===== config.mk =====
export PLATFORM = sky130hd
export DESIGN_NAME = mod_reduce_arbiter
export DESIGN_NICKNAME = d
export VERILOG_FILES = /design/src/rtl/mod_reduce_arbiter.sv
export SDC_FILE = /design/constraint.sdc
export NUM_CORES = 1
export LEC_CHECK = 0
export BUFFER_PORTS_ARGS = -buffer_cell sky130_fd_sc_hd__buf_2
export CORE_AREA = 8 8 156 158
export CTS_BUF_LIST = sky130_fd_sc_hd__clkbuf_4 sky130_fd_sc_hd__clkbuf_8
export DETAILED_ROUTE_END_ITERATION = 10
export DIE_AREA = 0 0 164 166
export GPL_TIMING_DRIVEN = 0
export HOLD_SLACK_MARGIN = 0.1
export PLACE_DENSITY = 0.56
export SLEW_MARGIN = 5
export SYNTH_ARGS = -nofsm -noshare
export SYNTH_HDL_FRONTEND = slang
export SYNTH_SLANG_ARGS = --single-unit

===== constraint.sdc =====
create_clock -name clk -period 2.8 [get_ports clk]
set_input_delay 0 -clock clk [delete_from_list [all_inputs] [get_ports clk]]
set_output_delay 0 -clock clk [all_outputs]
set_load 0.01 [all_outputs]

===== src/rtl/mod_reduce_arbiter.sv =====
`default_nettype none
// ============================================================================
// mod_reduce_arbiter : round-robin arbiter sharing one modular-reduction unit
// Revision: 1.0
// ============================================================================
module mod_reduce_arbiter #(
  parameter int DATA_WIDTH = 48,
  parameter int Q_WIDTH    = 23,
  parameter int N_REQ      = 4,
  parameter int TIMEOUT    = 64
) (
  input  logic                          clk,
  input  logic                          rst_n,
  input  logic [N_REQ-1:0]              req_valid,
  output logic [N_REQ-1:0]              req_ready,
  input  logic [N_REQ*DATA_WIDTH-1:0]   req_data,
  input  logic [N_REQ*Q_WIDTH-1:0]      req_q,
  output logic                          rsp_valid,
  input  logic                          rsp_ready,
  output logic [$clog2(N_REQ)-1:0]      rsp_id,
  output logic [Q_WIDTH-1:0]            rsp_data,
  output logic                          rsp_err,
  output logic                          red_start,
  output logic [DATA_WIDTH-1:0]         red_data_in,
  output logic [Q_WIDTH-1:0]            red_q,
  input  logic                          red_done,
  input  logic [Q_WIDTH-1:0]            red_data_out
);

  localparam int c_id_w  = $clog2(N_REQ);
  localparam int c_cnt_w = $clog2(TIMEOUT);
  localparam logic [c_id_w-1:0]  c_last_id  = c_id_w'(N_REQ - 1);
  localparam logic [c_id_w:0]    c_n_ext    = (c_id_w + 1)'(N_REQ);
  // Leaving WAIT after this count makes rsp_valid rise TIMEOUT cycles after red_start.
  localparam logic [c_cnt_w-1:0] c_cnt_last = c_cnt_w'(TIMEOUT - 2);

  typedef enum logic [1:0] {
    S_IDLE  = 2'd0,
    S_ISSUE = 2'd1,
    S_WAIT  = 2'd2,
    S_RESP  = 2'd3
  } state_t;

  state_t              r_state;
  logic [c_id_w-1:0]   r_ptr;
  logic [c_cnt_w-1:0]  r_cnt;

  logic                w_gnt_found;
  logic [c_id_w-1:0]   w_gnt_id;
  logic [c_id_w:0]     w_idx;
  logic [DATA_WIDTH-1:0] w_sel_data;
  logic [Q_WIDTH-1:0]  w_sel_q;

  always_comb begin
    w_gnt_found = 1'b0;
    w_gnt_id    = '0;
    w_idx       = '0;
    for (int i = 0; i < N_REQ; i++) begin
      w_idx = {1'b0, r_ptr} + (c_id_w + 1)'(i);
      if (w_idx >= c_n_ext) w_idx = w_idx - c_n_ext;
      if (!w_gnt_found && req_valid[w_idx[c_id_w-1:0]]) begin
        w_gnt_found = 1'b1;
        w_gnt_id    = w_idx[c_id_w-1:0];
      end
    end
  end

  // Only the granted requester's operand slices reach the capture registers.
  always_comb begin
    w_sel_data = '0;
    w_sel_q    = '0;
    for (int i = 0; i < N_REQ; i++) begin
      if (w_gnt_id == c_id_w'(i)) begin
        w_sel_data = req_data[i*DATA_WIDTH +: DATA_WIDTH];
        w_sel_q    = req_q[i*Q_WIDTH +: Q_WIDTH];
      end
    end
  end

  assign req_ready = (rst_n && (r_state == S_IDLE) && w_gnt_found)
                   ? ({{(N_REQ-1){1'b0}}, 1'b1} << w_gnt_id) : '0;

  always_ff @(posedge clk or negedge rst_n) begin
    if (!rst_n) begin
      r_state     <= S_IDLE;
      r_ptr       <= '0;
      r_cnt       <= '0;
      red_start   <= 1'b0;
      red_data_in <= '0;
      red_q       <= '0;
      rsp_valid   <= 1'b0;
      rsp_id      <= '0;
      rsp_data    <= '0;
      rsp_err     <= 1'b0;
    end else begin
      case (r_state)
        S_IDLE: begin
          if (w_gnt_found) begin
            red_data_in <= w_sel_data;
            red_q       <= w_sel_q;
            rsp_id      <= w_gnt_id;
            red_start   <= 1'b1;
            r_state     <= S_ISSUE;
          end
        end
        S_ISSUE: begin
          red_start <= 1'b0;
          r_cnt     <= '0;
          r_state   <= S_WAIT;
        end
        S_WAIT: begin
          if (red_done) begin
            rsp_data  <= red_data_out;
            rsp_err   <= 1'b0;
            rsp_valid <= 1'b1;
            r_state   <= S_RESP;
          end else if (r_cnt == c_cnt_last) begin
            rsp_data  <= '0;
            rsp_err   <= 1'b1;
            rsp_valid <= 1'b1;
            r_state   <= S_RESP;
          end else begin
            r_cnt <= r_cnt + 1'b1;
          end
        end
        S_RESP: begin
          if (rsp_ready) begin
            rsp_valid <= 1'b0;
            r_ptr     <= (rsp_id == c_last_id) ? '0 : rsp_id + 1'b1;
            r_state   <= S_IDLE;
          end
        end
        default: r_state <= S_IDLE;
      endcase
    end
  end

endmodule
`default_nettype wire


==> impl_metrics.json, run 1 <==
{
  "synth_top_family_by_area": "simple AND/OR/NAND/NOR gates",
  "cts-buffers-inserted": 9,
  "io_pins": 418,
  "syn_inst": 644,
  "rows": 55,
  "clock-sinks": 109,
  "yosys_register_bits": 109,
  "die_h_um": 166,
  "hpwl_um": 23340,
  "yosysWarnings": 0,
  "ys.flop_type": "dfrtp_1",
  "start_util": 0.2843,
  "dp.cells": 1347,
  "synth_cell_types": 36,
  "synth_seq_area_share": 0.4343,
  "synthXorXnorAreaFrac": 0.002789,
  "failed_stage": "clock tree synthesis (4_1_cts)",
  "synth-compound-area-share": 0.1694,
  "first-error": "[ERROR RSZ-0060] Max buffer count reached.",
  "yosys.area_share.simple": 0.1708,
  "port_buffers": 417,
  "synth_area_um2": 6280,
  "post_cts_buffers": 0,
  "outcome": "did not finish",
  "die_w_um": 164,
  "synth_edf_count": 0,
  "yosys.area_share.adder": 0.01395,
  "cts_root_buf": "clkbuf_8",
  "yosys-mux-area-fraction": 0.1630,
  "synth_nets": 966,
  "htree_levels": 3,
  "cts.path.max_buffers": 2,
  "synth_area_per_cell_um2": 9.751,
  "synth-async-reset-ratio": 1.000,
  "place_congestion": 0.8663,
  "cts_hold_buffers": 273,
  "postCtsResizedCells": 0
}
## cells by family after synthesis
group,count (synthesis)
buffers and inverters,63
adders and majority gates,7
DFF,109
and+or+nand+nor,226
AOI/OAI and AO/OA,135
muxes,102
xor gates and xnor gates,2
## stage by stage
step	setup WS [ps]	area, um2	TNS (ps)	util
floorplan	871.1	6280	0	-
global placement	-26.78	8723	-67.94	0.3949
detailed placement	51.02	8757	0	0.3964
## synthesized netlist by cell type (2+ instances only)
cell type  instances  area [um2]
o221ai_1          29       254.0
mux2i_1          100        1001
ha_1               7       87.58
o31ai_1            2       15.01
a21oi_1            2       10.01
inv_1              8       30.03
nor3_1             4       20.02
buf_2              2       10.01
nand2_1           89       334.1
o21a_1             3       22.52
nor3b_1           42       315.3
o21ai_0            7       35.03
nand2b_1           2       12.51
mux2_2             2       22.52
dfrtp_1          109        2728
nand4_1            2       12.51
xor2_1             2       17.52
a211oi_1          84       630.6
nor2b_1            3       18.77
clkbuf_1          40       150.1
nor2_1            52       195.2
buf_4             11       82.58
nand3_1           29       145.1
==> run 2, diff against run 1 <==
- CORE_AREA: 8 8 156 158 -> 8 8 155 157
- CTS_BUF_LIST: sky130_fd_sc_hd__clkbuf_4 sky130_fd_sc_hd__clkbuf_8 -> default
- DIE_AREA: 0 0 164 166 -> 0 0 163 165
- HOLD_SLACK_MARGIN: 0.1 -> default
- PLACE_DENSITY: 0.56 -> default
- PLACE_DENSITY_LB_ADDON: default -> 0.15
==> run 2 against run 1 <==
  * The run now ends clean
  * Area after synthesis unchanged
  * Synthesized cell count unchanged
==> impl_metrics.json, run 2 <==
{
  "fin_area_um2": 10580,
  "die_w_um": 163,
  "antenna_found_initial": 5,
  "met2_length_um": 15880,
  "synth_common_cells": "dfrtp_1, mux2i_1, nand2_1",
  "peakVddDrop_mv": 0.3370,
  "routedWlPerCell_um": 20.51,
  "cts_root_buf": "clkbuf_16",
  "whs_path_depth": 3,
  "grt_pass1_wl_um": 46030,
  "syn_to_final_growth_pct": 68.52,
  "nNetsFinal": 1547,
  "hold_viol": 0,
  "synth_area_um2": 6280,
  "utilization": 0.4925,
  "p_leak_nw": 5.133,
  "yosysMostFrequentCell": "dfrtp_1",
  "drive_gt1_frac": 0.3718,
  "cts-buffers-inserted": 9,
  "ys.flop_type": "dfrtp_1",
  "gr-usage-all-layers": 0.2212,
  "top_layer": "met4",
  "worst_r2r_path_depth": 8,
  "required_ps": 3010,
  "path_max_fanout": 10,
  "final_cell_mix": "buf_2, dlygate4sd3_1, dfrtp_1, mux2i_1, nand2_1",
  "drc": 0,
  "clock-sinks": 109,
  "via_count": 7419,
  "yosysTopAreaCell": "dfrtp_1",
  "wl_met1_um": 12120,
  "tns_ps": 0,
  "r2r_start": "r_ptr[1]$_DFFE_PN0P_",
  "clock_latency_ps": 350,
  "io_pins": 418,
  "preCtsSetupSlack_ps": -37.62,
  "clkTransAtPathRegs_ps": 80,
  "finalNonFillerCells": 1514,
  "routed_via_density": 4.900,
  "grt_overflow_total": 0,
  "synth-async-reset-ratio": 1.000,
  "finalCritPeriodShare": 0.9144,
  "dpl-instance-area_um2": 8751,
  "start_util": 0.2923,
  "cts_tree": "yes",
  "syn_inst": 644,
  "die-area_um2": 26900,
  "critPathArrivalTime_ps": 2770,
  "place_congestion": 0.8510,
  "r2r_slack_ps": 240,
  "synth_edf_count": 0,
  "core_um2": 21490,
  "setup_viol": 0,
  "grt_pass1_vias": 7845,
  "synth_seq_area_share": 0.4343,
  "die_h_um": 165,
  "regMostFlops": "red_data_in",
  "r2r_end": "red_data_in[44]$_DFFE_PN0P_",
  "drt_iter0_drc": 390,
  "hpwl_um": 23020,
  "synth_area_per_cell_um2": 9.751,
  "largest_reg_flops": 48,
  "yosys_register_bits": 109,
  "final_common_cell": "buf_2",
  "powerDensity_nw_per_um2": 875.7,
  "outcome": "completed",
  "wirelength_um": 31060,
  "slew_violations": 0,
  "fin_skew_ps": 11.23,
  "port_buffers": 417,
  "layout_setup_ws_ps": 239.6,
  "grt_max_degree": 61,
  "path_class": "flip-flop to flip-flop",
  "start_kind": "flip-flop",
  "cts.path.max_buffers": 2,
  "yosysWarnings": 0,
  "yosys-top-cells-area": "dfrtp_1, mux2i_1, a211oi_1, nand2_1, nor3b_1",
  "rsz0062_at_grt": "false",
  "worstSetupEndpointType": "flip-flop",
  "min_from": "req_data[73]",
  "wl_met3_um": 2512,
  "dp.cells": 1342,
  "hold_end": "red_data_in[25]$_DFFE_PN0P_",
  "ant_nets": 0,
  "htree_levels": 3,
  "yosysTopAreaCellShare": 0.4343,
  "worstMarginPinSlew_ps": 656.8,
  "largestRegisters": "red_data_in: 48 flops, red_q: 23 flops, rsp_data: 23 flops",
  "min_path_type": "input pin to flip-flop",
  "rows": 54,
  "synth_nets": 966,
  "relSlewSlack": 0.5581,
  "max-cap-violations": 0,
  "synth_cell_types": 36,
  "max_freq_ghz": 0.3906,
  "drt_pass1_iterations": 5,
  "period_minus_slack_ps": 2560
}
-- run 2: cells by family (layout without fill, tap and decap cells) --
logic type / after synthesis / in the layout / synth area share
buffers and inverters: 63 / 648 / 0.04582
AOI/OAI and AO/OA: 135 / 135 / 0.1694
xor gates and xnor gates: 2 / 2 / 0.002790
muxes: 102 / 102 / 0.1630
and+or+nand+nor: 226 / 226 / 0.1708
adders and majority gates: 7 / 7 / 0.01395
DFF: 109 / 109 / 0.4344
other: 0 / 5 / 0
-- run 2: worst max path at each step --
stage                                    start                           to  slack (ps)  cells past startpoint
after detailed placement  r_ptr[1]$_DFFE_PN0P_  red_data_in[44]$_DFFE_PN0P_         -40                      8
after floorplan           r_ptr[1]$_DFFE_PN0P_  red_data_in[12]$_DFFE_PN0P_         870                      8
after global routing      r_ptr[1]$_DFFE_PN0P_  red_data_in[44]$_DFFE_PN0P_          70                      8
after CTS                 r_ptr[0]$_DFFE_PN0P_  red_data_in[44]$_DFFE_PN0P_           5                      8
after global placement                   rst_n                 req_ready[2]         -70                      4
final                     r_ptr[1]$_DFFE_PN0P_  red_data_in[44]$_DFFE_PN0P_         240                      8
-- run 2: routing by layer --
layer	track usage	up-vias
li1	-	3534
met1	0.2582	3517
met2	0.3882	331
met3	0.05882	37
met4	0.07131	0
met5	0	-
-- run 2: repair_timing --
action / CTS / global route
setup buffers: 0 / 4
gates cloned: 0 / 0
hold buffers: 148 / 0
resized for setup: 1 / 0
pin swaps: 0 / 1
endpoints found under the hold margin: 122 / 0
setup endpoints to repair: 1 / 13
-- run 2: per-stage QoR --
step,power (mW),hold slack (ps)
after global routing,9.939,13.87
after detailed placement,7.743,-7.847
after CTS,9.326,1.073
after global placement,7.697,194.5
final,9.267,12.88
after floorplan,5.682,-295.6
-- run 2: report_power, final --
| group | internal (mW) | switching [mW] |
|---|---|---|
| combinational | 2.16 | 3.03 |
| sequential | 2.33 | 0.424 |
| clock | 0.699 | 0.633 |
| total | 5.18 | 4.08 |
-- run 2: layout make-up --
type	instances	area, um2
inverters	9	33.78
fillers	2073	10900
diodes	5	12.51
clock inverters	6	71.32
well taps	280	350.3
multi-input cells	472	3276
flip-flops and latches	109	2728
plain buffers	54	254.0
clock buffers	9	225.2
repair buffers	570	3632
-- run 2: worst max-delay path: stages (launching register included) --
cell	delay (ps)
dfrtp_1	450
o21ai_0	200
a221oi_4	300
or2_1	150
buf_4	180
buf_6	220
buf_4	320
mux2i_1	400
o221ai_1	180
No activity file was read; power rests on OpenSTA's default activity.
